`src/rtl/luythua_n_pkg.sv`:
```
// Shared definitions for the FP32 power unit and its sequential multiplier.
// Kept in a package so the root/log/exp datapaths can reuse the same constants.
package luythua_n_pkg;

  localparam int FP_W  = 32;
  localparam int EXP_W = 8;
  localparam int MAN_W = 23;

  localparam logic [FP_W-1:0] FP_ONE  = 32'h3F80_0000;
  localparam logic [FP_W-1:0] FP_QNAN = 32'h7FC0_0000;
  localparam logic [FP_W-1:0] FP_INF  = 32'h7F80_0000;

  localparam logic [9:0] BIAS = 10'd127;

  // The exponent is accepted only up to 2^7 (so k fits in 8 bits).
  localparam logic [EXP_W-1:0] N_EXP_MAX    = 8'd134;
  localparam logic [EXP_W-1:0] N_SHIFT_BASE = 8'(127 + MAN_W);

  localparam int MUL_LAT   = 25;
  localparam int MUL_STEPS = MUL_LAT - 1;

  typedef enum logic [2:0] {
    S_IDLE,
    S_CONVERT,
    S_SQUARE,
    S_MULT,
    S_DONE
  } state_e;

  function automatic logic [2:0] msbPos(input logic [7:0] k);
    msbPos = 3'd0;
    for (int i = 0; i < 8; i++) begin
      if (k[i]) msbPos = 3'(i);
    end
  endfunction

endpackage

```
`src/rtl/nhan_seq.sv`:
```
// Sequential FP32 multiplier: 24 shift-add steps (first one on the go edge) plus a
// packing cycle in which valid, out and ovf are presented combinationally.
module nhan_seq
  import luythua_n_pkg::*;
(
  input  logic            clk,
  input  logic            rst_n,
  input  logic            go,
  input  logic [FP_W-1:0] a,
  input  logic [FP_W-1:0] b,
  output logic [FP_W-1:0] out,
  output logic            valid,
  output logic            ovf
);

  logic        run_q, run_d;
  logic [4:0]  cnt_q, cnt_d;
  logic        sign_q, sign_d;
  logic        zero_q, zero_d;
  logic [9:0]  expSum_q, expSum_d;
  logic [47:0] mcand_q, mcand_d;
  logic [23:0] mplier_q, mplier_d;
  logic [47:0] prod_q, prod_d;

  logic [9:0]       expAdj;
  logic [MAN_W-1:0] manOut;

  always_ff @(posedge clk) begin
    if (!rst_n) begin
      run_q    <= 1'b0;
      cnt_q    <= '0;
      sign_q   <= 1'b0;
      zero_q   <= 1'b0;
      expSum_q <= '0;
      mcand_q  <= '0;
      mplier_q <= '0;
      prod_q   <= '0;
    end else begin
      run_q    <= run_d;
      cnt_q    <= cnt_d;
      sign_q   <= sign_d;
      zero_q   <= zero_d;
      expSum_q <= expSum_d;
      mcand_q  <= mcand_d;
      mplier_q <= mplier_d;
      prod_q   <= prod_d;
    end
  end

  assign valid = run_q && (cnt_q == 5'(MUL_STEPS));

  // The go edge already consumes multiplier bit 0, so only 23 further steps follow.
  always_comb begin
    run_d    = run_q;
    cnt_d    = cnt_q;
    sign_d   = sign_q;
    zero_d   = zero_q;
    expSum_d = expSum_q;
    mcand_d  = mcand_q;
    mplier_d = mplier_q;
    prod_d   = prod_q;
    if (!run_q) begin
      if (go) begin
        run_d    = 1'b1;
        cnt_d    = 5'd1;
        sign_d   = a[31] ^ b[31];
        zero_d   = (a[30:23] == '0) || (b[30:23] == '0);
        expSum_d = {2'b00, a[30:23]} + {2'b00, b[30:23]} - BIAS;
        mcand_d  = {23'd0, 1'b1, a[22:0], 1'b0};
        mplier_d = {1'b0, 1'b1, b[22:1]};
        prod_d   = b[0] ? {24'd0, 1'b1, a[22:0]} : '0;
      end
    end else if (valid) begin
      run_d = 1'b0;
      cnt_d = '0;
    end else begin
      if (mplier_q[0]) prod_d = prod_q + mcand_q;
      mcand_d  = mcand_q << 1;
      mplier_d = mplier_q >> 1;
      cnt_d    = cnt_q + 5'd1;
    end
  end

  assign expAdj = prod_q[47] ? (expSum_q + 10'd1) : expSum_q;
  assign manOut = prod_q[47] ? prod_q[46:24] : prod_q[45:23];

  always_comb begin
    out = {sign_q, 31'd0};
    ovf = 1'b0;
    if (valid && !zero_q) begin
      if ($signed(expAdj) >= $signed(10'd255)) begin
        out = {sign_q, FP_INF[30:0]};
        ovf = 1'b1;
      end else if ($signed(expAdj) > $signed(10'd0)) begin
        out = {sign_q, expAdj[7:0], manOut};
      end
    end
  end

endmodule

```
`src/rtl/luythua_n.sv`:
```
// FP32 integer power y^n: converts n to an 8-bit k, then left-to-right
// square-and-multiply over a single shared sequential multiplier.
module luythua_n
  import luythua_n_pkg::*;
(
  input  logic            clk,
  input  logic            rst_n,
  input  logic            start,
  input  logic [FP_W-1:0] y,
  input  logic [FP_W-1:0] n,
  output logic            busy,
  output logic            done,
  output logic [FP_W-1:0] ketqua,
  output logic            err,
  output logic            ovf
);

  state_e state_q, state_d;

  logic [FP_W-1:0] y_q, y_d;
  logic [FP_W-1:0] n_q, n_d;
  logic [FP_W-1:0] acc_q, acc_d;
  logic [7:0]      k_q, k_d;
  logic [2:0]      j_q, j_d;
  logic            mulRun_q, mulRun_d;
  logic            busy_q, busy_d;
  logic            done_q, done_d;
  logic [FP_W-1:0] ketqua_q, ketqua_d;
  logic            err_q, err_d;
  logic            ovf_q, ovf_d;

  logic [EXP_W-1:0] nExp;
  logic [EXP_W-1:0] shAmt;
  logic             nInvalid;
  logic [7:0]       kConv;

  logic            mulGo;
  logic [FP_W-1:0] mulB;
  logic [FP_W-1:0] mulOut;
  logic            mulValid;
  logic            mulOvf;

  assign nExp     = n_q[30:23];
  assign nInvalid = n_q[31] || (nExp < FP_ONE[30:23]) || (nExp > N_EXP_MAX);
  assign shAmt    = N_SHIFT_BASE - nExp;
  // Fraction bits of n fall off the right: n=2.9 gives k=2.
  assign kConv    = 8'({1'b1, n_q[22:0]} >> shAmt);

  assign mulGo = ((state_q == S_SQUARE) || (state_q == S_MULT)) && !mulRun_q;
  assign mulB  = (state_q == S_MULT) ? y_q : acc_q;

  nhan_seq u_nhan (
    .clk   (clk),
    .rst_n (rst_n),
    .go    (mulGo),
    .a     (acc_q),
    .b     (mulB),
    .out   (mulOut),
    .valid (mulValid),
    .ovf   (mulOvf)
  );

  always_ff @(posedge clk) begin
    if (!rst_n) begin
      state_q  <= S_IDLE;
      y_q      <= '0;
      n_q      <= '0;
      acc_q    <= '0;
      k_q      <= '0;
      j_q      <= '0;
      mulRun_q <= 1'b0;
      busy_q   <= 1'b0;
      done_q   <= 1'b0;
      ketqua_q <= '0;
      err_q    <= 1'b0;
      ovf_q    <= 1'b0;
    end else begin
      state_q  <= state_d;
      y_q      <= y_d;
      n_q      <= n_d;
      acc_q    <= acc_d;
      k_q      <= k_d;
      j_q      <= j_d;
      mulRun_q <= mulRun_d;
      busy_q   <= busy_d;
      done_q   <= done_d;
      ketqua_q <= ketqua_d;
      err_q    <= err_d;
      ovf_q    <= ovf_d;
    end
  end

  // The CHECK decision is folded into the edge that completes each multiply.
  always_comb begin
    state_d = state_q;
    unique case (state_q)
      S_IDLE:    if (start) state_d = S_CONVERT;
      S_CONVERT: state_d = (nInvalid || (kConv == 8'd1)) ? S_DONE : S_SQUARE;
      S_SQUARE: begin
        if (mulValid) begin
          if (mulOvf)              state_d = S_DONE;
          else if (k_q[j_q])       state_d = S_MULT;
          else if (j_q == 3'd0)    state_d = S_DONE;
          else                     state_d = S_SQUARE;
        end
      end
      S_MULT: begin
        if (mulValid) state_d = (mulOvf || (j_q == 3'd0)) ? S_DONE : S_SQUARE;
      end
      S_DONE:    state_d = S_IDLE;
      default:   state_d = S_IDLE;
    endcase
  end

  always_comb begin
    y_d      = y_q;
    n_d      = n_q;
    acc_d    = acc_q;
    k_d      = k_q;
    j_d      = j_q;
    mulRun_d = mulRun_q;
    busy_d   = busy_q;
    done_d   = done_q;
    ketqua_d = ketqua_q;
    err_d    = err_q;
    ovf_d    = ovf_q;
    unique case (state_q)
      S_IDLE: begin
        if (start) begin
          y_d    = y;
          n_d    = n;
          done_d = 1'b0;
          err_d  = 1'b0;
          ovf_d  = 1'b0;
          busy_d = 1'b1;
        end
      end
      S_CONVERT: begin
        if (nInvalid) begin
          acc_d = FP_QNAN;
          err_d = 1'b1;
        end else begin
          acc_d = y_q;
          k_d   = kConv;
          j_d   = (kConv == 8'd1) ? 3'd0 : (msbPos(kConv) - 3'd1);
        end
      end
      S_SQUARE, S_MULT: begin
        if (mulGo) mulRun_d = 1'b1;
        if (mulValid) begin
          mulRun_d = 1'b0;
          acc_d    = mulOut;
          if (mulOvf) begin
            ovf_d = 1'b1;
          end else if (j_q != 3'd0) begin
            if ((state_q == S_MULT) || !k_q[j_q]) j_d = j_q - 3'd1;
          end
        end
      end
      S_DONE: begin
        ketqua_d = acc_q;
        done_d   = 1'b1;
        busy_d   = 1'b0;
      end
      default: ;
    endcase
  end

  assign busy   = busy_q;
  assign done   = done_q;
  assign ketqua = ketqua_q;
  assign err    = err_q;
  assign ovf    = ovf_q;

endmodule

```
`config.mk`:
```
export PLATFORM = sky130hd
export DESIGN_NAME = luythua_n
export DESIGN_NICKNAME = d
export VERILOG_FILES = /design/src/rtl/luythua_n_pkg.sv /design/src/rtl/nhan_seq.sv /design/src/rtl/luythua_n.sv
export SDC_FILE = /design/constraint.sdc
export NUM_CORES = 1
export LEC_CHECK = 0
export BUFFER_PORTS_ARGS = -buffer_cell sky130_fd_sc_hd__buf_2
export CAP_MARGIN = 25
export CORE_ASPECT_RATIO = 0.6
export CORE_UTILIZATION = 56
export DETAILED_ROUTE_END_ITERATION = 10
export PLACE_DENSITY = 0.85
export SLEW_MARGIN = 40
export SYNTH_ARGS = -nofsm -noshare
export SYNTH_HDL_FRONTEND = slang
export SYNTH_SLANG_ARGS = --single-unit
```
`constraint.sdc`:
```
create_clock -name clk -period 3.6 [get_ports clk]
set_clock_uncertainty 0.05 [all_clocks]
set_input_delay 0.54 -clock clk [delete_from_list [all_inputs] [get_ports clk]]
set_output_delay 0.54 -clock clk [all_outputs]
set_load 0.1 [all_outputs]
```
---- Yosys cells after proc, flatten, opt, wreduce, memory -nomap -nowiden ----
Cells that the tools add are included.
W data, S select, Z words.
word-level totals
  bits in registers ....................... 285
  bits in latches ......................... 0
  bits in writable memories ............... 0
  bits in read-only memories .............. 0
  bits of input ports ..................... 67
  output and inout bits ................... 36
  memories ................................ 0
operators by class
  add/sub/neg operators ................... 8
  multiply operators ...................... 0
  div/mod/pow operators ................... 0
  magnitude comparators ................... 5
  eq/ne operators ......................... 18
  shift-type cells ........................ 1
  muxes and demuxes ....................... 66
  bitwise operators ....................... 3
  reductions and logical operators ........ 37
operator list
  cell                     number
  $mux W48                 7
  $mux W24                 4
  $mux W32                 3
  $mux W31                 3
  $mux W3                  22
  $pmux W32 S2             1
  $add A48 B48 Y48         1
  $shr A24 B8 Y8           1
  $mux W23                 1
  $ne A2 B2 Y1 const B     9
  $logic_not A8 Y1         2
  $mux W5                  3
  $mux W1                  14
  $reduce_and A2 Y1        7
  $pmux W3 S4              1
  $reduce_bool A2 Y1       6
  $add A10 B1 Y10 const B  1
  $ge A10 B9 Y1 const B    1
  $gt A10 B1 Y1 const B    1
  $mux W10                 1
  $sub A10 B7 Y10 const B  1
  $add A8 B8 Y9            1
  $reduce_and A3 Y1        3
  $eq A8 B1 Y1 const B     1
  24 further kinds         43

---- Depth between registers and ports, before layout ----
Gate-level depths: netlist of run 1.
  depth in word-level cells ............... 15
  depth in mapped cells ................... 21

---- By module ----
From an unflattened synthesis of run 1, not the netlist that was laid out.
second synthesis, totals
  cell total of the unflattened synthesis .. 2060
  area total of the unflattened synthesis .. 16553.4 sq um
by module, submodules not included
  module     instances  cells each  area an instance (sq um)
  nhan_seq   1          1151        9156.3
  luythua_n  1          909         7397.1

---- Least setup slack after synthesis of run 1 ----
No wires, ideal clock.
  path kind ............................... register to register
  from .................................... register n_q[23]
  to ...................................... register j_q[1]
  setup time .............................. 60 ps
  arrival ................................. 3810 ps
  data required time ...................... 3490 ps
  setup slack ............................. -320 ps
  cell stages (with the launch flop) ...... 16
  period minus slack after synthesis ...... 3920 ps
  path through ............................ dfxtp_1 > buf_6 > inv_1 > buf_2 > ha_1 > buf_4 > mux2i_1 > mux4_2 > and3_1 > o31a_1 > o31ai_1 > nor4_1 > or3_1 > ha_1 > nor3_1 > o221a_1
between the ends
  cells in the longest elaborated chain, start to end .. 15
RTL lines
  element                 line                 text
  start, declared         luythua_n.sv:21      logic [FP_W-1:0] n_q, n_d;
  start signal, assigned  luythua_n.sv:80      n_q <= n_d;
  $sub A8 B8 Y8           luythua_n.sv:45      assign shAmt = N_SHIFT_BASE - nExp;
  $shr A24 B8 Y8          luythua_n.sv:47      assign kConv = 8'({1'b1, n_q[22:0]} >> shAmt);
  $mux W1                 luythua_n_pkg.sv:33  if (k[i]) msbPos = 3'(i);
  $mux W3 (6 in series)   luythua_n_pkg.sv:33
  $mux W3                 luythua_n.sv:139     if (nInvalid) begin
  $mux W3                 luythua_n.sv:127     unique case (state_q)
  $sub A3 B1 Y3           luythua_n.sv:145     j_d = (kConv == 8'd1) ? 3'd0 : (msbPos(kConv) - 3'd1);
  $mux W3                 luythua_n.sv:145
  $mux W3                 luythua_n.sv:139
  $pmux W3 S2             luythua_n.sv:127
  end signal, assigned    luythua_n.sv:83      j_q <= j_d;
  end, declared           luythua_n.sv:24      logic [2:0] j_q, j_d;
Parallel ways exist; a longest one is shown, timed or not. The select of a mux whose other input is x is not followed.
A chain may end at the register's enable or synchronous reset.

---- Worst setup path in the final report of run 1 ----
Ends and elaborated chain as after synthesis.

==> results of run 1 <==
[through the flow]
stage          hold WS (ns)  power [mW]
2_1_floorplan         0.371        4.49
4_1_cts               0.151        7.94
5_1_grt               0.168        8.32
3_3_place_gp          0.389        4.92
6_report              0.166        8.02
3_5_place_dp          0.396        4.95
[final cells by class]
type | instances | share of cell area, %
clock buffer | 34 | 4.13
timing repair buffer | 180 | 6.30
sequential | 282 | 31.0
clock inverter | 13 | 0.968
tap | 367 | 2.52
multi-input combinational | 1497 | 54.4
inverter | 30 | 0.625
[worst max-delay path: stages, from the launching register on]
cell and delay [ns]:
dfxtp_4 0.38, inv_2 0.06, ha_4 0.34, buf_6 0.17, mux4_2 0.34, a31o_1 0.24
a221o_1 0.37, a21boi_2 0.17, o32ai_2 0.10, and2b_1 0.25, nor4_2 0.06, or3_4 0.35
ha_4 0.27, nor3_2 0.03, o221a_1 0.21
[synth_stat cells (10+ instances only)]
cell type	instances	area share, %
nor3b_1	25	1.2
o21a_1	15	0.71
xor2_1	33	1.8
o21bai_1	14	0.66
mux4_2	10	1.4
buf_1	10	0.24
dfxtp_1	282	35
a21o_1	30	1.4
o21ai_0	102	3.2
mux2i_1	76	4.8
nand4_1	13	0.51
nor3_1	39	1.2
xnor2_1	38	2.1
ha_1	64	5.0
a21boi_0	69	3.2
mux2_2	33	2.3
a221oi_1	44	2.4
nor2_1	136	3.2
and3_1	13	0.51
a21oi_1	129	4.0
clkbuf_1	100	2.4
nor2b_1	15	0.59
a22o_1	23	1.3
o211ai_1	11	0.52
nand3_1	21	0.66
o31ai_1	10	0.47
a211oi_1	35	1.6
a31oi_1	10	0.39
inv_1	28	0.66
nand2_1	357	8.4
[cells by family after synthesis]
group	count (synthesis)	synth area share, %
multiplexers	121	8.83
AND/OR/NAND/NOR	677	18.9
XOR/XNOR	71	3.89
AO/OA/AOI/OAI	562	23.9
adder cells (fa/ha/maj)	66	5.26
flip-flops	282	35.3
buffers and inverters	155	3.86
[per-layer routing]
metal  wire length (um)  part of all wire, %
met2              19100                   40
met1              22100                   46
met4                958                  2.0
met3               5680                   12
met5                  0                    0
[report_power, final]
part	internal (mW)	switching, mW	total (mW)
Sequential	3.28	0.229	3.51
Clock	1.76	1.26	3.02
Combinational	0.599	0.895	1.49
Total	5.63	2.38	8.02
[placed cells by master (no fill, tap or decap), types with 30 or more instances in the layout]
| master | count |
|---|---|
| nand2_1 | 355 |
| dfxtp_1 | 279 |
| nor2_1 | 134 |
| a21oi_1 | 126 |
| o21ai_0 | 101 |
| buf_2 | 101 |
| buf_4 | 73 |
| mux2i_1 | 72 |
| a21boi_0 | 69 |
| ha_1 | 61 |
| a221oi_1 | 44 |
| nor3_1 | 37 |
| xnor2_1 | 37 |
| a211oi_1 | 34 |
| xor2_1 | 33 |
| mux2_2 | 33 |
| a21o_1 | 30 |
[worst paths after layout]
| kind | startpoint | endpoint | slack (ns) | cells past startpoint |
|---|---|---|---|---|
| setup / recovery | n_q[23] | j_q[1] | 0.11 | 14 |
| hold / removal | y[29] | y_q[29] | 0.17 | 3 |
| setup reg to reg | n_q[23] | j_q[1] | 0.11 | 14 |
| hold reg to reg | ketqua[26] | ketqua[26] | 0.40 | 2 |
[sequential cells by signal, indices dropped and copies added, names as in the netlist, 3 cells and up]
| name | count |
|---|---|
| y_q | 32 |
| u_nhan.prod_q | 47 |
| u_nhan.cnt_q | 5 |
| n_q | 32 |
| u_nhan.mcand_q | 47 |
| acc_q | 32 |
| j_q | 3 |
| k_q | 8 |
| state_q | 3 |
| u_nhan.expSum_q | 10 |
| ketqua | 32 |
| u_nhan.mplier_q | 23 |
[repair_timing]
item	CTS	global route
pin swaps	1	12
endpoints found under the setup margin	1	16
cloned	0	0
setup buffers	1	4
hold buffers	0	0
resized for setup	0	32
==> impl_metrics.yaml, run 1 <==
setup_path:
  cp_max_fo: 7
  crit_type: "register to register"
  cp.required_ns: 3.99
  cp.arrival_ns: 3.89
  crit_path_end_kind: "register"
  worstSetupStartpointType: "register"
layout:
  drive_above_1_share_pct: 15.7
  fillers: 2315
  syn_to_final_growth_pct: 14.1
  layoutNonFillerInstCount: 2403
  regArea_mm2: 0.00565
  fin_nets: 2150
  multi_input_area_mm2: 0.00991
  antenna_cells: 0
  final_area_mm2: 0.0182
  utilization_pct: 65.5
placement:
  dp_hpwl_mm: 34.4
  place_inst: 2351
  pre_cts_ws_ns: -0.0207
  dpl-instance-area_mm2: 0.0171
  gp_congestion: 0.975
  io_buffers: 102
timing:
  fin_crit_sh_pct: 97.0
  min_period_ns: 3.49
  fin_ws_ns: 0.109
  timing.fmax_ghz: 0.286
  fin_tns_setup_ns: 0
  hold_viol: 0
  slew_headroom_pct: 48.7
  worst_pin_slew_ns: 0.766
  setup_violations: 0
  slew_violations: 0
grt:
  grt_max_degree: 58
  use_met1_pct: 48.8
  met2_usage_pct: 44.9
  grt_first_pass_wirelength_mm: 76.1
  antenna_found_initial: 0
  overflow: 0
  busiest_layer: "met1"
  grtUsageTotal_pct: 32.3
  grt_pass1_vias: 14234
  met3_usage_pct: 8.76
power:
  peakVddDrop_mv: 0.339
  pwr_density_cell_mw_per_mm2: 440
  p_leak_nw: 7.54
clocking:
  numClockSinks: 282
  cts_max_path_buffers: 3
  path_clk_slew_ns: 0.07
  cts_tree: "yes"
  cts-htree-levels: 1
  numCtsBuffers: 26
  cts_root_buf: "clkbuf_16"
  clk_latency_ns: 0.56
yosys:
  ys_async_sr_fraction_pct: 0
  synth_seq_cells: 282
  synth_flop_cell: "dfxtp_1"
  synthCells: 1934
  yosys_warnings: 0
  netlist_area_mm2: 0.0160
  synthesis.nets: 2067
  synth_edf_count: 0
  yosysSeqAreaShare_pct: 35.3
  avgSynthCellArea_um2: 8.26
  synth_cell_types: 90
outcome:
  status: "finished, violations left"
  failed_checks: "design-rule violations"
drt:
  drt_iter0_drc: 1977
  dr.pass1.iters: 9
  drtAntennaViolNets: 0
  vias_per_cell: 6.34
  drc: 4
  drt-total-wl_mm: 47.9
  routedWlPerCell_um: 19.9
  via_count: 15234
floorplan:
  design.core.area_mm2: 0.0278
  die_area_mm2: 0.0292
  pin_count: 103
  die_x_um: 220
  die_height_um: 133
  rows: 47
  initial_core_util_pct: 57.4
min_path:
  min_path_type: "input pin to register"
run:
  maxCapViolCount: 0
No activity file was read; power rests on OpenSTA's default activity.
==> run 2: changes to the inputs <==
CAP_MARGIN = 10   (was 25)
CTS_BUF_LIST = sky130_fd_sc_hd__clkbuf_8 sky130_fd_sc_hd__clkbuf_16   (was unset)
==> run 2 against run 1 <==
Compared with the run above:
- the flow still finishes with violations (design-rule violations)
- critical path depth is the same
- combinational power is essentially flat
- total power is essentially flat
- cell count is the same
- count of clock-buffer cells in the layout shrank 2
- register-to-register slack is essentially flat
- via count is essentially flat
- hold slack lost 0.00054 ns
- maximum frequency grew 0.14%
- critical endpoint unchanged
- highest routed layer unchanged
==> impl_metrics.yaml, run 2 (synthesis gave the netlist of run 1 again) <==
outcome:
  status: "finished, violations left"
  failed_checks: "design-rule violations"
floorplan:
  die_x_um: 220
  pin_count: 103
  rows: 47
  design.core.area_mm2: 0.0278
  die_area_mm2: 0.0292
  die_height_um: 133
  initial_core_util_pct: 57.4
layout:
  fin_nets: 2150
  fillers: 2315
  multi_input_area_mm2: 0.00991
  final_area_mm2: 0.0182
  syn_to_final_growth_pct: 14.1
  drive_above_1_share_pct: 15.7
  antenna_cells: 0
  layoutNonFillerInstCount: 2403
  final_common_cell: "nand2_1"
  top_regs: "u_nhan.mcand_q: 47 flops, u_nhan.prod_q: 47 flops"
  layout_common_cells: "nand2_1 (355), dfxtp_1 (279), nor2_1 (134)"
  regArea_mm2: 0.00565
  utilization_pct: 65.5
power:
  peakVddDrop_mv: 0.340
  p_leak_nw: 7.54
  pwr_density_cell_mw_per_mm2: 440
clocking:
  clk_latency_ns: 0.56
  cts_hold_buf: 0
  path_clk_slew_ns: 0.07
  cts-htree-levels: 1
  cts_tree: "yes"
  numCtsBuffers: 26
  cts_max_path_buffers: 3
  numClockSinks: 282
  cts_root_buf: "clkbuf_16"
drt:
  vias_per_cell: 6.34
  drt-total-wl_mm: 47.9
  drc: 4
  drtAntennaViolNets: 0
  drt_iter0_drc: 1971
  routedWlPerCell_um: 19.9
  dr.pass1.iters: 9
  via_count: 15228
placement:
  gp_congestion: 0.975
  pre_cts_ws_ns: -0.0207
  dp_hpwl_mm: 34.4
  dpl-instance-area_mm2: 0.0171
  place_inst: 2351
  io_buffers: 102
setup_path:
  cp.arrival_ns: 3.88
  worstSetupStartpointType: "register"
  crit_path_end_kind: "register"
  critPathCapture: "j_q[1]"
  cp_max_fo: 7
  crit_type: "register to register"
  reg2reg_to: "j_q[1]"
  reg2reg_from: "n_q[23]"
  cp.required_ns: 4.00
  worst_r2r_path_depth: 14
  crit_start: "n_q[23]"
  reg2reg_setup_slack_ns: 0.11
timing:
  slew_headroom_pct: 47.5
  slew_violations: 0
  fin_crit_sh_pct: 96.8
  min_period_ns: 3.49
  timing.fmax_ghz: 0.287
  worst_pin_slew_ns: 0.785
  fin_ws_ns: 0.114
  hold_viol: 0
  setup_violations: 0
grt:
  grt_pass1_vias: 14234
  overflow: 0
  grt_first_pass_wirelength_mm: 76.1
  grt_max_degree: 58
  grtUsageTotal_pct: 32.3
  antenna_found_initial: 0
run:
  maxCapViolCount: 0
min_path:
  min_path_type: "input pin to register"
## run 2: timing repair
action / 4_1_cts / 5_1_grt
setup buffers: 1 / 4
resized for setup: 0 / 32
pin swaps: 1 / 12
endpoints found under the setup margin: 1 / 16
## run 2: worst min path at each step
| stage | from | endpoint | slack, ns | depth (start not counted) |
|---|---|---|---|---|
| detailed placement | ketqua[24] | ketqua[24] | 0.40 | 2 |
| floorplan | u_nhan.cnt_q[4] | u_nhan.cnt_q[4] | 0.37 | 1 |
| global placement | u_nhan.mplier_q[21] | u_nhan.mplier_q[21] | 0.39 | 2 |
| finish | y[29] | y_q[29] | 0.17 | 3 |
| CTS | y[29] | y_q[29] | 0.15 | 3 |
| global route | y[27] | y_q[27] | 0.17 | 3 |
## run 2: stage by stage
step	TNS, ns	total power [mW]	hold WS, ns
6_report	0	8.02	0.165
5_1_grt	-0.0274	8.31	0.168
4_1_cts	0	7.93	0.151
3_5_place_dp	-0.0207	4.95	0.396
3_3_place_gp	0	4.92	0.389
2_1_floorplan	0	4.49	0.371
## run 2: final cells by class
type                            count  share of cell area, %
Sequential cell                   282                   31.0
Multi-Input combinational cell   1497                   54.4
Inverter                           30                  0.625
Clock inverter                     15                   1.01
Clock buffer                       32                   4.09
Timing Repair Buffer              180                   6.30
Tap cell                          367                   2.52
## run 2: worst max-delay path, cell delays in order (launching register included)
cell and delay, ns:
dfxtp_4 0.38, inv_2 0.06, ha_4 0.35, buf_6 0.17
mux4_2 0.34, a31o_1 0.24, a221o_1 0.37, a21boi_2 0.17
o32ai_2 0.10, and2b_1 0.25, nor4_2 0.06, or3_4 0.35
ha_4 0.27, nor3_2 0.03, o221a_1 0.21
## run 2: power breakdown
| group | internal, mW | switching, mW |
|---|---|---|
| Clock | 1.75 | 1.26 |
| Combinational | 0.599 | 0.895 |
| Sequential | 3.28 | 0.231 |
## run 2: routing by layer
layer / part of all wire, % / track usage (%)
met5: 0 / 0
met4: 2.1 / 7.47
met3: 12 / 8.76
met2: 40 / 44.9
met1: 46 / 48.8
